<file path="src/rtl/fpga_reset_pkg.sv">
// Shared encodings and sizing helpers for the multi-channel FPGA reset sequencer.
// Pure declarations: no latency, no flow control.
package fpga_reset_pkg;

  typedef enum logic [1:0] {
    ST_ASSERT  = 2'd0,
    ST_RELEASE = 2'd1,
    ST_RUN     = 2'd2
  } state_e;

  // Wide enough to hold 2^shift (stretch load value) and gap (release spacing).
  function automatic int cnt_width(input int shift, input int gap);
    int span;
    span = 1 << shift;
    if (gap + 1 > span) span = gap + 1;
    return $clog2(span + 1);
  endfunction

endpackage

</file>
<file path="src/rtl/fpga_reset_seq_if.sv">
// Control/status bundle of the reset sequencer: software requests in, reset outputs out.
// Plain wires: no latency, no backpressure.
interface fpga_reset_seq_if #(
  parameter int N_CHANNELS = 3
);

  logic                  sw_rst_req;
  logic [N_CHANNELS-1:0] chan_rst_req;
  logic [N_CHANNELS-1:0] rst_n_out;
  logic                  all_released;
  logic                  busy;

  modport master (
    output sw_rst_req, chan_rst_req,
    input  rst_n_out, all_released, busy
  );

  modport slave (
    input  sw_rst_req, chan_rst_req,
    output rst_n_out, all_released, busy
  );

endinterface

</file>
<file path="src/rtl/reset_stretch.sv">
// Per-channel soft-reset stretcher: active for 2^SHIFT cycles after the last req, one-cycle latency.
// No backpressure; clr wins over req and zeroes the count.
module reset_stretch
  import fpga_reset_pkg::*;
#(
  parameter int SHIFT = 3
) (
  input  logic clk,
  input  logic rst_n,
  input  logic req,
  input  logic clr,
  output logic active,
  output logic active_nxt
);

  localparam int SW = cnt_width(SHIFT, 0);
  localparam logic [SW-1:0] STRETCH = SW'(1 << SHIFT);

  logic [SW-1:0] cnt_q, cnt_d;
  logic          active_q, active_d;

  always_comb begin
    cnt_d = cnt_q;
    if (clr) begin
      cnt_d = '0;
    end else if (req) begin
      cnt_d = STRETCH;
    end else if (cnt_q != '0) begin
      cnt_d = cnt_q - SW'(1);
    end
    active_d = (cnt_d != '0);
  end

  always_ff @(posedge clk or negedge rst_n) begin
    if (!rst_n) begin
      cnt_q    <= '0;
      active_q <= 1'b0;
    end else begin
      cnt_q    <= cnt_d;
      active_q <= active_d;
    end
  end

  assign active     = active_q;
  assign active_nxt = active_d;

endmodule

</file>
<file path="src/rtl/fpga_reset_seq.sv">
// Multi-channel reset sequencer: all outputs assert together, release in index order GAP_CYCLES+1 apart.
// Outputs registered (one edge after the cause, async assert on rst_n); no backpressure.
module fpga_reset_seq
  import fpga_reset_pkg::*;
#(
  parameter int N_CHANNELS  = 3,
  parameter int SHIFT       = 3,
  parameter int GAP_CYCLES  = 2,
  parameter int SYNC_STAGES = 2
) (
  input  logic             clk,
  input  logic             rst_n,
  input  logic             force_rst_n,
  fpga_reset_seq_if.slave  bus
);

  localparam int CW = cnt_width(SHIFT, GAP_CYCLES);
  localparam logic [CW-1:0] HOLD_LAST = CW'((1 << SHIFT) - 1);
  localparam logic [CW-1:0] GAP_LAST  = CW'(GAP_CYCLES);

  state_e                  state_q, state_d;
  logic [CW-1:0]           cnt_q, cnt_d;
  logic [N_CHANNELS-1:0]   rst_n_out_q, rst_n_out_d;
  logic [SYNC_STAGES-1:0]  sync_q, sync_d;
  logic                    force_ok;
  logic                    restart;
  logic [N_CHANNELS-1:0]   rel_next;
  logic [N_CHANNELS-1:0]   soft_req, soft_act, soft_act_nxt;

  assign sync_d   = {sync_q[SYNC_STAGES-2:0], force_rst_n};
  assign force_ok = sync_q[SYNC_STAGES-1];
  assign restart  = ~force_ok | bus.sw_rst_req;

  // Released channels form a thermometer code, so the next release is a shift-in of a 1.
  assign rel_next = N_CHANNELS'({rst_n_out_q, 1'b1});
  assign soft_req = (state_q == ST_RUN) ? bus.chan_rst_req : '0;

  for (genvar k = 0; k < N_CHANNELS; k++) begin : g_stretch
    reset_stretch #(
      .SHIFT (SHIFT)
    ) u_stretch (
      .clk        (clk),
      .rst_n      (rst_n),
      .req        (soft_req[k]),
      .clr        (restart),
      .active     (soft_act[k]),
      .active_nxt (soft_act_nxt[k])
    );
  end

  always_comb begin
    state_d     = state_q;
    cnt_d       = cnt_q;
    rst_n_out_d = rst_n_out_q;
    if (restart) begin
      state_d     = ST_ASSERT;
      cnt_d       = '0;
      rst_n_out_d = '0;
    end else begin
      case (state_q)
        ST_ASSERT: begin
          rst_n_out_d = '0;
          if (cnt_q == HOLD_LAST) begin
            cnt_d       = '0;
            rst_n_out_d = N_CHANNELS'(1);
            state_d     = (N_CHANNELS == 1) ? ST_RUN : ST_RELEASE;
          end else begin
            cnt_d = cnt_q + CW'(1);
          end
        end
        ST_RELEASE: begin
          if (cnt_q == GAP_LAST) begin
            cnt_d       = '0;
            rst_n_out_d = rel_next;
            if (&rel_next) state_d = ST_RUN;
          end else begin
            cnt_d = cnt_q + CW'(1);
          end
        end
        ST_RUN: begin
          rst_n_out_d = ~soft_act_nxt;
        end
        default: begin
          state_d     = ST_ASSERT;
          cnt_d       = '0;
          rst_n_out_d = '0;
        end
      endcase
    end
  end

  always_ff @(posedge clk or negedge rst_n) begin
    if (!rst_n) begin
      state_q     <= ST_ASSERT;
      cnt_q       <= '0;
      rst_n_out_q <= '0;
      sync_q      <= '0;
    end else begin
      state_q     <= state_d;
      cnt_q       <= cnt_d;
      rst_n_out_q <= rst_n_out_d;
      sync_q      <= sync_d;
    end
  end

  assign bus.rst_n_out    = rst_n_out_q;
  assign bus.busy         = (state_q != ST_RUN);
  assign bus.all_released = (state_q == ST_RUN) && ~|soft_act;

endmodule

</file>
<file path="src/flat_wrapper.sv">
// flat-port wrapper written by rule: the top's interface ports become plain ports
module fpga_reset_seq_flat import fpga_reset_pkg::*;
#(
  parameter int N_CHANNELS  = 3,
  parameter int SHIFT       = 3,
  parameter int GAP_CYCLES  = 2,
  parameter int SYNC_STAGES = 2
)
  (clk, rst_n, force_rst_n, bus_sw_rst_req, bus_chan_rst_req, bus_rst_n_out, bus_all_released, bus_busy);
  fpga_reset_seq_if #(.N_CHANNELS(N_CHANNELS)) bus_i ();
  input  logic clk;
  input  logic rst_n;
  input  logic force_rst_n;
  input wire logic [$bits(bus_i.sw_rst_req)-1:0] bus_sw_rst_req;
  input wire logic [$bits(bus_i.chan_rst_req)-1:0] bus_chan_rst_req;
  output wire logic [$bits(bus_i.rst_n_out)-1:0] bus_rst_n_out;
  output wire logic [$bits(bus_i.all_released)-1:0] bus_all_released;
  output wire logic [$bits(bus_i.busy)-1:0] bus_busy;
  assign bus_i.sw_rst_req = bus_sw_rst_req;
  assign bus_i.chan_rst_req = bus_chan_rst_req;
  assign bus_rst_n_out = bus_i.rst_n_out;
  assign bus_all_released = bus_i.all_released;
  assign bus_busy = bus_i.busy;
  fpga_reset_seq #(.N_CHANNELS(N_CHANNELS), .SHIFT(SHIFT), .GAP_CYCLES(GAP_CYCLES), .SYNC_STAGES(SYNC_STAGES)) u_core (.clk(clk), .rst_n(rst_n), .force_rst_n(force_rst_n), .bus(bus_i));
endmodule
</file>
<file path="config.mk">
export PLATFORM = sky130hd
export DESIGN_NAME = fpga_reset_seq_flat
export DESIGN_NICKNAME = d
export VERILOG_FILES = /design/src/rtl/fpga_reset_pkg.sv /design/src/rtl/fpga_reset_seq_if.sv /design/src/rtl/reset_stretch.sv /design/src/rtl/fpga_reset_seq.sv /design/src/flat_wrapper.sv
export SDC_FILE = /design/constraint.sdc
export NUM_CORES = 1
export LEC_CHECK = 0
export ABC_AREA = 1
export BUFFER_PORTS_ARGS = -buffer_cell sky130_fd_sc_hd__buf_2
export CAP_MARGIN = 20
export CORE_ASPECT_RATIO = 1.25
export CORE_UTILIZATION = 55
export DETAILED_ROUTE_END_ITERATION = 8
export PLACE_DENSITY = 0.83
export SETUP_SLACK_MARGIN = 0.1
export SLEW_MARGIN = 20
export SYNTH_ARGS = -nofsm -noshare
export SYNTH_HDL_FRONTEND = slang
export SYNTH_SLANG_ARGS = --single-unit
</file>
<file path="constraint.sdc">
create_clock -name clk -period 3.7 [get_ports clk]
set_input_delay 0.555 -clock clk [delete_from_list [all_inputs] [get_ports clk]]
set_output_delay 0.555 -clock clk [all_outputs]
set_load 0.1 [all_outputs]
</file>
## Yosys cells after proc, flatten, opt, wreduce, memory -nomap -nowiden

Index checks and enable logic that the tools add are counted.

- $add $sub $neg: 4
- Equality and inequality tests: 9
- Multiplexer cells: 23
- Bitwise operators: 3
- Reduce and logical (&&, ||, !) cells: 12

Operators with widths:

| cell | count |
|---|---|
| 2-to-1 mux 4 bit | 12 |
| nonzero test 4 bit | 6 |
| one-hot mux 4 bit (3 select lines) | 1 |
| subtractor 4 x 1 -> 4 bit, second input constant | 3 |
| 2-to-1 mux 3 bit | 3 |
| != test 3 x 2 -> 1 bit, second input constant | 3 |
| one-hot mux 3 bit (3 select lines) | 1 |
| 2-to-1 mux 2 bit | 4 |
| one-hot mux 2 bit (3 select lines) | 1 |
| adder 4 x 1 -> 4 bit, second input constant | 1 |
| equality test 4 x 2 -> 1 bit, second input constant | 1 |
| equality test 4 x 3 -> 1 bit, second input constant | 1 |
| != test 2 bit, second input constant | 2 |
| AND reduction 4 bit | 1 |
| NOT 3 bit | 1 |
| OR reduction 3 bit | 1 |
| equality test 2 x 1 -> 1 bit, second input constant | 1 |
| equality test 2 bit, second input constant | 1 |
| logical NOT 2 bit | 1 |
| AND reduction 2 bit | 1 |
| logical AND 1 bit | 1 |
| logical NOT 1 bit | 1 |
| 2-to-1 mux 1 bit | 1 |
| NOT 1 bit | 1 |
| OR 1 bit | 1 |

- Flip-flop bits (word level): 26
- Input port bits: 7

## Longest topological paths before layout

Gate-level depths: netlist of run 1.

- Depth after elaboration: 8
- Depth in mapped cells: 13

## By module

From an unflattened synthesis of run 1, not the netlist that was laid out.

- Cell total of the unflattened synthesis: 203
- Area total of the unflattened synthesis: 1452.6 µm²

By module, submodules not included:

| module | times used | cells an instance | area each (µm²) | sequential area each (µm²) |
|---|---|---|---|---|
| reset_stretch | 3 | 37 | 272.8 | 125.1 |
| fpga_reset_seq | 1 | 92 | 634.4 | 275.3 |

## Worst setup path after synthesis of run 1

Ideal clock, no wire load.

- Kind: reg-to-output
- Start point: reg u_core.state_q[1]
- End point: out bus_all_released
- Arrival: 3.760 ns
- Required time: 3.145 ns
- Setup slack: -0.615 ns
- Cell stages (with the launch flop): 5
- Path buffers: 0
- Cell sequence: dfrtp_1 -> inv_1 -> nor2_2 -> inv_2 -> nor4_1

- Word-level cells in the longest chain between the ends: 2

Ends and longest elaborated chain:

| what | line | source |
|---|---|---|
| from (decl) | fpga_reset_seq.sv:21 | `state_e state_q, state_d;` |
| from (signal assigned) | fpga_reset_seq.sv:99 | `state_q <= state_d;` |
| equality test 2 bit | fpga_reset_seq.sv:108 | `assign bus.all_released = (state_q == ST_RUN) && ~\|soft_act;` |
| logical AND 1 bit | fpga_reset_seq.sv:108 |  |
| to (decl) | flat_wrapper.sv:17 | `output wire logic [$bits(bus_i.all_released)-1:0] bus_all_released;` |

Every way passes these cells.

## Final worst setup path of run 1

Same ends and word-level chain as after synthesis.

==> results of run 1 <==
-- metrics by stage --
stage | power, W | hold WS (ns)
finish | 0.0006353 | 0.1875
global route | 0.0006661 | 0.2307
CTS | 0.0006381 | 0.2102
detailed placement | 0.0004415 | 0.3595
global placement | 0.0004350 | 0.3329
floorplan | 0.0004121 | 0.2594
-- layout by cell type, fill, tap and decap left out, types with 5 or more instances in the layout --
cell | Yosys | final
inv_1 | 30 | 30
nand2_1 | 55 | 55
nor2_1 | 7 | 7
nand3_1 | 20 | 20
inv_2 | 5 | 5
o21ai_0 | 7 | 7
ha_1 | 5 | 5
nor2_2 | 8 | 8
buf_2 | 0 | 11
dfrtp_1 | 26 | 26
-- synthesized netlist by cell type (2+ instances only) --
library cell	count
o21ai_2	2
o21ai_1	2
nand3_1	20
a21boi_0	2
inv_2	5
nor2_2	8
nand2_2	2
nor2_4	3
nor3_1	2
nor2_1	7
dfrtp_1	26
o21ai_0	7
inv_1	30
a21oi_1	2
nand2_1	55
ha_1	5
-- state kept, by name, summed over array words and instances (netlist names) --
signal / flops
u_core.bus.rst_n_out: 3
u_core.cnt_q: 4
u_core.g_stretch.u_stretch.active: 3
u_core.g_stretch.u_stretch.cnt_q: 12
u_core.state_q: 2
u_core.sync_q: 2
-- critical path, cell delays in order (launching register included) --
cell	delay, ns
dfrtp_1	0.47
inv_1	0.10
nor2_2	0.17
inv_2	0.09
nor4_2	0.13
buf_2	0.46
-- final timing paths --
kind	slack, ns	endpoint	startpoint
worst max-delay path	1.41	bus_all_released	u_core.state_q[1]
worst min-delay path	0.19	u_core.state_q[0]	rst_n
worst max register to register	2.06	u_core.state_q[1]	u_core.cnt_q[0]
worst min register to register	0.39	u_core.sync_q[1]	u_core.sync_q[0]
max in group asynchronous	3.13	u_core.cnt_q[2]	rst_n
min in group clk	0.31	u_core.sync_q[0]	force_rst_n
-- logic make-up (layout without fill, tap and decap cells) --
logic type | count (synthesis) | after routing | share of synthesized area
compound gates | 19 | 19 | 0.09091
xor+xnor | 1 | 1 | 0.006005
fa+ha+maj | 5 | 5 | 0.04288
buf+inv | 36 | 51 | 0.09435
flops | 26 | 26 | 0.4460
simple gates | 100 | 100 | 0.3199
-- layer usage --
layer	wire length, um	share of wire
met1	1132	0.42
met2	1440	0.53
met3	86	0.032
met4	56	0.021
met5	0	0
-- layout make-up --
type,instances,area [sq um]
clock buffer,3,22.52
inverter,36,137.6
clock inverter,1,30.03
sequential,26,650.6
multi-input combinational,125,676.9
timing repair buffer,11,55.05
tap,33,41.29
fill,221,863.3
-- power groups by stage --
stage               clock network (W)   logic, W  registers, W
finish                       0.000199   0.000123      0.000313
CTS                          0.000201   0.000124      0.000313
global placement                    0   0.000118      0.000317
floorplan                           0  0.0000870      0.000325
global route                 0.000213   0.000137      0.000316
detailed placement                  0   0.000123      0.000318
==> results.py, run 1 <==
metrics = {
    "power": {
        "p_comb_frac": 0.193,
        "p_int_w": 0.0004456,
        "swShare": 0.2987,
        "seq_power_share": 0.493,
        "pwr-share-clk": 0.314,
        "ir_drop_uv": 238.7,
        "p_sw_w": 0.0001898,
        "power_density_nw_per_um2": 393.6,
        "p_leak_nw": 0.9577,
    },
    "placement": {
        "place_ws_ns": 1.782,
        "hpwl_um": 2095,
        "port_buffers": 11,
        "place.detailed.instances": 231,
        "gp_congestion": 0.7669,
        "dpl_cell_area_sq_um": 1562,
    },
    "global_routing": {
        "grtUsageMet3": 0.02744,
        "met1_usage": 0.2436,
        "grt_busiest_layer": "met2",
        "grt_pass1_vias": 1163,
        "grt_pass1_wl_um": 4526,
        "grt_util_met2": 0.4054,
        "grt-ovfl-total": 0,
        "antenna_found_initial": 0,
        "grt_usage": 0.2209,
        "grt_max_degree": 27,
    },
    "die": {
        "die_h_um": 59.58,
        "die-area_sq_um": 2864,
        "pin_count": 12,
        "die_w_um": 48.07,
        "initial_core_util": 0.5889,
        "num_rows": 20,
        "core_area_sq_um": 2477,
    },
    "worst_setup_path": {
        "cp.required_ns": 3.14,
        "reg2regPathDepth": 7,
        "worst_ep_arrival_time_ns": 1.74,
        "criticalPathCategory": "flop to primary output",
        "worstSetupEndpointType": "primary output",
        "cp_max_fo": 6,
        "start_kind": "flop",
    },
    "timing": {
        "skew_ns": 0.01340,
        "final-hold-violation-count": 0,
        "fin_ws_ns": 1.410,
        "setup_viol": 0,
        "rsz0062_at_grt": "no",
        "slew_headroom": 0.6252,
        "clock.fmax_ghz": 0.4366,
        "fin_crit_sh": 0.6190,
        "fin_crit_ns": 2.290,
        "slew_violations": 0,
        "final.setup.tns_ns": 0,
        "tightest_slew_ns": 0.5623,
    },
    "yosys": {
        "synth_warnings": 0,
        "synth_nets": 199,
        "seq_area_frac_synth": 0.4460,
        "netlist_instances": 187,
        "synthesis.area_sq_um": 1459,
        "synthFlopType": "dfrtp_1",
        "synth_edf_count": 0,
        "synth_area_leaders": "dfrtp_1 45%, nand2_1 14%, inv_1 7.7%, nand3_1 6.9%, ha_1 4.3%",
        "synth_top_area_cell": "dfrtp_1",
        "synth.top_cell.area_share": 0.4460,
        "yosysUniqueCellTypes": 25,
        "yosys_register_bits": 26,
        "syn_avg_cell_area_sq_um": 7.802,
        "ys_async_sr_fraction": 1.000,
    },
    "clock_network": {
        "cts_resized": 0,
        "cts-hold-fix-buffers": 0,
        "clockBufferDepth": 2,
        "cts_tree": "done",
        "clockRootBuffer": "clkbuf_4",
        "cts_buffers": 3,
        "cts_setup_buffers": 0,
        "path_clk_slew_ns": 0.15,
        "cts_sinks": 26,
        "clk_latency_ns": 0.33,
        "h-tree-depth": 1,
    },
    "route": {
        "vias": 1213,
        "drt-total-wl_um": 2715,
        "first_pass_iters": 4,
        "drt_iter0_drc": 46,
        "route.detailed.drc": 0,
        "routedWlPerCell_um": 11.55,
        "ant_nets": 0,
        "via_per_inst": 5.162,
    },
    "layout": {
        "nNetsFinal": 215,
        "finalInstanceArea_sq_um": 1614,
        "layout-drive-gt1-share": 0.2030,
        "diodes": 0,
        "utilization": 0.6515,
        "area_delta_synth_final_pct": 10.63,
        "finalNonFillerCells": 235,
    },
    "job": {
        "maxCapViolations": 0,
    },
    "status": {
        "status": "complete, no violations",
    },
    "worst_hold_path": {
        "hold_path_class": "input port to asynchronous set/reset pin",
    },
}
Power figures use the tool's default switching activity.
==> run 2, diff against run 1 <==
- clock period: 3.7 -> 2.38 ns (I/O delays scaled with it)
==> results.py, run 2 (synthesis gave the netlist of run 1 again) <==
metrics = {
    "power": {
        "seq_power_share": 0.537,
        "p_int_w": 0.0006169,
        "p_total_w": 0.0009095,
        "pwr-share-clk": 0.252,
        "p_sw_w": 0.0002926,
        "power_density_nw_per_um2": 566.1,
        "ir_drop_uv": 448.8,
        "p_leak_nw": 0.9514,
        "swShare": 0.3217,
        "p_comb_frac": 0.212,
    },
    "route": {
        "routedWlPerCell_um": 11.57,
        "highest_layer": "met4",
        "met3_length_um": 85,
        "drt_iter0_drc": 37,
        "drt-total-wl_um": 2719,
        "via_per_inst": 5.128,
        "first_pass_iters": 6,
        "drt-met1-wl_um": 1124,
        "wl_met2_um": 1470,
        "ant_nets": 0,
        "vias": 1205,
        "route.detailed.drc": 0,
    },
    "worst_setup_path": {
        "cp.required_ns": 2.02,
        "start_kind": "flop",
        "criticalPathCategory": "flop to primary output",
        "r2r_slack_ns": 0.73,
        "worst_ep_arrival_time_ns": 1.75,
        "reg2regPathDepth": 10,
        "worstReg2RegEnd": "u_core.bus.rst_n_out[0]",
        "worstSetupEndpointType": "primary output",
        "r2r-start": "u_core.g_stretch[0].u_stretch.cnt_q[0]",
        "cp_max_fo": 6,
        "critPathCapture": "bus_all_released",
        "cp-startpoint": "u_core.state_q[1]",
    },
    "timing": {
        "setup_viol": 0,
        "final-hold-violation-count": 12,
        "rsz0062_at_grt": "no",
        "slew_violations": 0,
        "skew_ns": 0.009691,
        "final.setup.tns_ns": 0,
        "clock.fmax_ghz": 0.4756,
        "slew_headroom": 0.6185,
        "fin_crit_sh": 0.8834,
        "whs_ns": -0.01209,
        "fin_crit_ns": 2.102,
        "tightest_slew_ns": 0.5723,
    },
    "global_routing": {
        "grt_pass1_vias": 1129,
        "grt_max_degree": 27,
        "antenna_found_initial": 0,
        "grt_usage": 0.2178,
        "grt-ovfl-total": 0,
        "grt_pass1_wl_um": 4374,
    },
    "placement": {
        "port_buffers": 11,
        "gp_congestion": 0.8053,
        "hpwl_um": 2161,
        "place.detailed.instances": 231,
    },
    "clock_network": {
        "h-tree-depth": 1,
        "cts_setup_buffers": 0,
        "cts_tree": "done",
        "clk_latency_ns": 0.34,
        "cts_sinks": 26,
        "cts-hold-fix-buffers": 0,
        "cts_resized": 0,
        "clockRootBuffer": "clkbuf_4",
        "cts_buffers": 3,
        "clockBufferDepth": 2,
        "path_clk_slew_ns": 0.14,
    },
    "layout": {
        "nNetsFinal": 215,
        "finalNonFillerCells": 235,
        "area_delta_synth_final_pct": 10.12,
        "final_common_cell": "nand2_1",
        "utilization": 0.6485,
        "diodes": 0,
        "fillCellCount": 210,
        "top_regs": "u_core.g_stretch.u_stretch.cnt_q (12), u_core.cnt_q (4)",
        "mostFrequentLayoutCells": "55 x nand2_1, 30 x inv_1, 26 x dfrtp_1",
        "layout-drive-gt1-share": 0.2030,
        "largest_reg_flops": 12,
        "top_register": "u_core.g_stretch.u_stretch.cnt_q",
    },
    "status": {
        "failed_checks": "negative hold slack",
        "status": "finished with violations",
    },
    "die": {
        "die_w_um": 48.07,
        "core_area_sq_um": 2477,
        "initial_core_util": 0.5889,
        "die-area_sq_um": 2864,
        "num_rows": 20,
        "pin_count": 12,
        "die_h_um": 59.58,
    },
    "job": {
        "maxCapViolations": 0,
    },
    "worst_hold_path": {
        "hold_path_class": "input port to asynchronous set/reset pin",
    },
}
run 2: cell count changes in the layout (fill, tap and decap cells not counted), sizes merged:
cell	change
clkbuf	+1
bufinv	-1
run 2: per-stage QoR:
step / area, sq um / setup WS, ns
after floorplan: 1474 / 0.1160
after global placement: 1570 / 0.7112
after detailed placement: 1570 / 0.6631
after CTS: 1607 / 0.2828
after global routing: 1607 / 0.1724
final: 1607 / 0.2775
run 2: worst min path at each step:
stage | endpoint | slack, ns
2_1_floorplan | u_core.bus.rst_n_out[0] | 0.06
3_3_place_gp | u_core.sync_q[1] | 0.34
3_5_place_dp | u_core.sync_q[1] | 0.34
4_1_cts | u_core.bus.rst_n_out[2] | 0.01
5_1_grt | u_core.cnt_q[3] | 0.04
6_report | u_core.cnt_q[3] | -0.01
run 2: per-layer routing:
| metal | global-route usage | up-vias |
|---|---|---|
| met5 | 0 | - |
| met3 | 0.02439 | 5 |
| met1 | 0.2399 | 558 |
| met2 | 0.4035 | 24 |
| li1 | - | 618 |
| met4 | 0.08333 | 0 |
run 2: layout make-up:
class	count	area (sq um)	area share
multi-input cells	125	685.7	0.4268
flip-flops and latches	26	650.6	0.4050
inverters	36	137.6	0.08567
repair buffers	11	55.05	0.03427
well taps	33	41.29	0.02570
clock buffers	4	36.28	0.02259
run 2: worst max-delay path: stages (launching register included):
cell     delay (ns)
dfrtp_1        0.48
inv_1          0.10
nor2_2         0.16
inv_2          0.10
nor4_4         0.12
buf_2          0.46
run 2: power by group through the flow:
| stage | logic (W) | clock network (W) | registers, W |
|---|---|---|---|
| global route | 0.000215 | 0.000247 | 0.000491 |
| floorplan | 0.000136 | 0 | 0.000508 |
| finish | 0.000193 | 0.000229 | 0.000488 |
| detailed placement | 0.000194 | 0 | 0.000496 |
| CTS | 0.000195 | 0.000233 | 0.000488 |
| global placement | 0.000186 | 0 | 0.000495 |
==> run 3, diff against run 2 <==
- ABC_AREA: 1 -> 0
- CORE_MARGIN: default -> 5
==> results.py, run 3 <==
metrics = {
    "global_routing": {
        "grt_pass1_wl_um": 4623,
        "antenna_found_initial": 0,
        "grt_max_degree": 27,
        "met1_usage": 0.2130,
        "grt-ovfl-total": 0,
        "grtUsageMet3": 0.02483,
        "grt_pass1_vias": 1067,
        "grt_util_met2": 0.2959,
        "grt_usage": 0.1735,
        "grt_busiest_layer": "met2",
    },
    "power": {
        "swShare": 0.2159,
        "p_sw_w": 0.0001411,
        "p_leak_nw": 0.6307,
        "pwr-share-clk": 0.272,
        "p_int_w": 0.0005125,
        "ir_drop_uv": 255.3,
        "seq_power_share": 0.685,
        "power_density_nw_per_um2": 435.7,
        "p_comb_frac": 0.043,
    },
    "worst_setup_path": {
        "cp_max_fo": 8,
        "cp.required_ns": 2.02,
        "start_kind": "flop",
        "cp-startpoint": "u_core.state_q[0]",
        "worstSetupEndpointType": "primary output",
        "worst_ep_arrival_time_ns": 1.81,
        "r2r-start": "u_core.g_stretch[2].u_stretch.cnt_q[0]",
        "criticalPathCategory": "flop to primary output",
    },
    "timing": {
        "final-hold-violation-count": 0,
        "slew_violations": 0,
        "fin_crit_sh": 0.9097,
        "tightest_slew_ns": 0.5611,
        "rsz0062_at_grt": "no",
        "slew_headroom": 0.6259,
        "setup_viol": 0,
        "fin_crit_ns": 2.165,
        "skew_ns": 0.005160,
        "final.setup.tns_ns": 0,
        "fin_ws_ns": 0.2149,
        "clock.fmax_ghz": 0.4619,
    },
    "clock_network": {
        "cts_tree": "done",
        "cts_buffers": 3,
        "clockBufferDepth": 2,
        "cts_setup_buffers": 0,
        "cts_sinks": 26,
        "cts_resized": 0,
        "cts-hold-fix-buffers": 0,
        "clk_latency_ns": 0.31,
        "path_clk_slew_ns": 0.13,
        "h-tree-depth": 1,
        "clockRootBuffer": "clkbuf_4",
    },
    "yosys": {
        "synth_area_leaders": "dfrtp_1 47%, ha_1 4.6%, a21oi_1 3.6%, nand2_1 3.6%, nor2_1 3.6%",
        "synthFlopType": "dfrtp_1",
        "yosys_register_bits": 26,
        "syn_avg_cell_area_sq_um": 9.955,
        "synth_edf_count": 0,
        "synth_warnings": 0,
        "synth_nets": 150,
        "synth_top_area_cell": "dfrtp_1",
        "ys_async_sr_fraction": 1.000,
        "synthesis.area_sq_um": 1374,
        "seq_area_frac_synth": 0.4736,
        "synth.most_common_cell": "dfrtp_1",
        "yosysUniqueCellTypes": 35,
        "netlist_instances": 138,
        "synth_common_cells": "26 x dfrtp_1, 13 x nand2_1, 13 x nor2_1",
        "synth.top_cell.area_share": 0.4736,
    },
    "layout": {
        "fillCellCount": 209,
        "largest_reg_flops": 12,
        "area_delta_synth_final_pct": 9.199,
        "final_common_cell": "dfrtp_1",
        "mostFrequentLayoutCells": "26 x dfrtp_1, 13 x nor2_1, 13 x nand2_1",
        "finalNonFillerCells": 184,
        "diodes": 0,
        "nNetsFinal": 165,
        "top_regs": "u_core.g_stretch.u_stretch.cnt_q (12), u_core.cnt_q (4)",
        "layout-drive-gt1-share": 0.1523,
        "top_register": "u_core.g_stretch.u_stretch.cnt_q",
    },
    "placement": {
        "gp_congestion": 0.7941,
        "place_ws_ns": 0.5772,
        "place.detailed.instances": 181,
        "port_buffers": 11,
        "hpwl_um": 2024,
    },
    "route": {
        "drt_iter0_drc": 28,
        "first_pass_iters": 5,
        "ant_nets": 0,
        "route.detailed.drc": 0,
        "via_per_inst": 5.913,
        "routedWlPerCell_um": 14.73,
        "vias": 1088,
        "drt-total-wl_um": 2711,
    },
    "worst_hold_path": {
        "hold_path_class": "input port to asynchronous set/reset pin",
    },
    "die": {
        "core_area_sq_um": 2427,
        "initial_core_util": 0.5660,
        "die_h_um": 65.88,
        "die_w_um": 54.70,
        "pin_count": 12,
        "die-area_sq_um": 3604,
        "num_rows": 20,
    },
    "status": {
        "status": "complete, no violations",
    },
    "job": {
        "maxCapViolations": 0,
    },
}
-- run 3: routing by layer --
| layer | wire (um) | vias up |
|---|---|---|
| met2 | 1356 | 28 |
| met3 | 110 | 4 |
| li1 | - | 519 |
| met4 | 36 | 0 |
| met1 | 1209 | 537 |
| met5 | 0 | - |
-- run 3: power groups by stage --
stage | clock [W] | combinational [W] | sequential [W]
2_1_floorplan | 0 | 0.0000128 | 0.000456
3_3_place_gp | 0 | 0.0000284 | 0.000456
3_5_place_dp | 0 | 0.0000289 | 0.000456
4_1_cts | 0.000186 | 0.0000290 | 0.000448
5_1_grt | 0.000209 | 0.0000335 | 0.000448
6_report | 0.000178 | 0.0000282 | 0.000448
-- run 3: area by class of cell --
cell class	count	area, sq um	share of cell area
multi-input cells	102	696.9	0.4646
flip-flops and latches	26	650.6	0.4337
well taps	33	41.29	0.02752
repair buffers	11	55.05	0.03670
inverters	9	33.78	0.02252
clock buffers	3	22.52	0.01501
-- run 3: path summary, 6_finish.rpt --
| path | cells past startpoint | to | slack, ns |
|---|---|---|---|
| max in group asynchronous | 1 | u_core.g_stretch[0].u_stretch.cnt_q[3] | 2.00 |
| max | 4 | bus_all_released | 0.21 |
| max reg2reg | 6 | u_core.bus.rst_n_out[2] | 0.56 |
| min in group clk | 1 | u_core.sync_q[0] | 0.14 |
| min | 1 | u_core.g_stretch[1].u_stretch.cnt_q[0] | 0.01 |
| min reg2reg | 0 | u_core.sync_q[1] | 0.37 |
-- run 3: cell families (layout without fill, tap and decap cells) --
logic type | count (synthesis) | in the layout | share of synthesized area
simple gates | 56 | 56 | 0.2277
compound gates | 33 | 33 | 0.1694
flops | 26 | 26 | 0.4736
buf+inv | 10 | 23 | 0.03005
fa+ha+maj | 5 | 5 | 0.04554
xor+xnor | 5 | 5 | 0.03188
mux | 3 | 3 | 0.02186
-- run 3: stage by stage --
stage / cell area, sq um / util / total power [W] / hold slack, ns
6_report: 1500 / 0.6180 / 0.0006537 / 0.01075
5_1_grt: 1500 / 0.6180 / 0.0006910 / 0.05902
4_1_cts: 1500 / 0.6180 / 0.0006626 / 0.02988
3_5_place_dp: 1478 / 0.6088 / 0.0004848 / 0.3478
3_3_place_gp: 1478 / 0.6088 / 0.0004840 / 0.3387
2_1_floorplan: 1389 / - / 0.0004683 / 0.06141
-- run 3: critical path, stage by stage (launching register included) --
cell and delay (ns):
dfrtp_1 0.49, nor2b_2 0.26, inv_1 0.15, nor4_4 0.13
buf_2 0.46
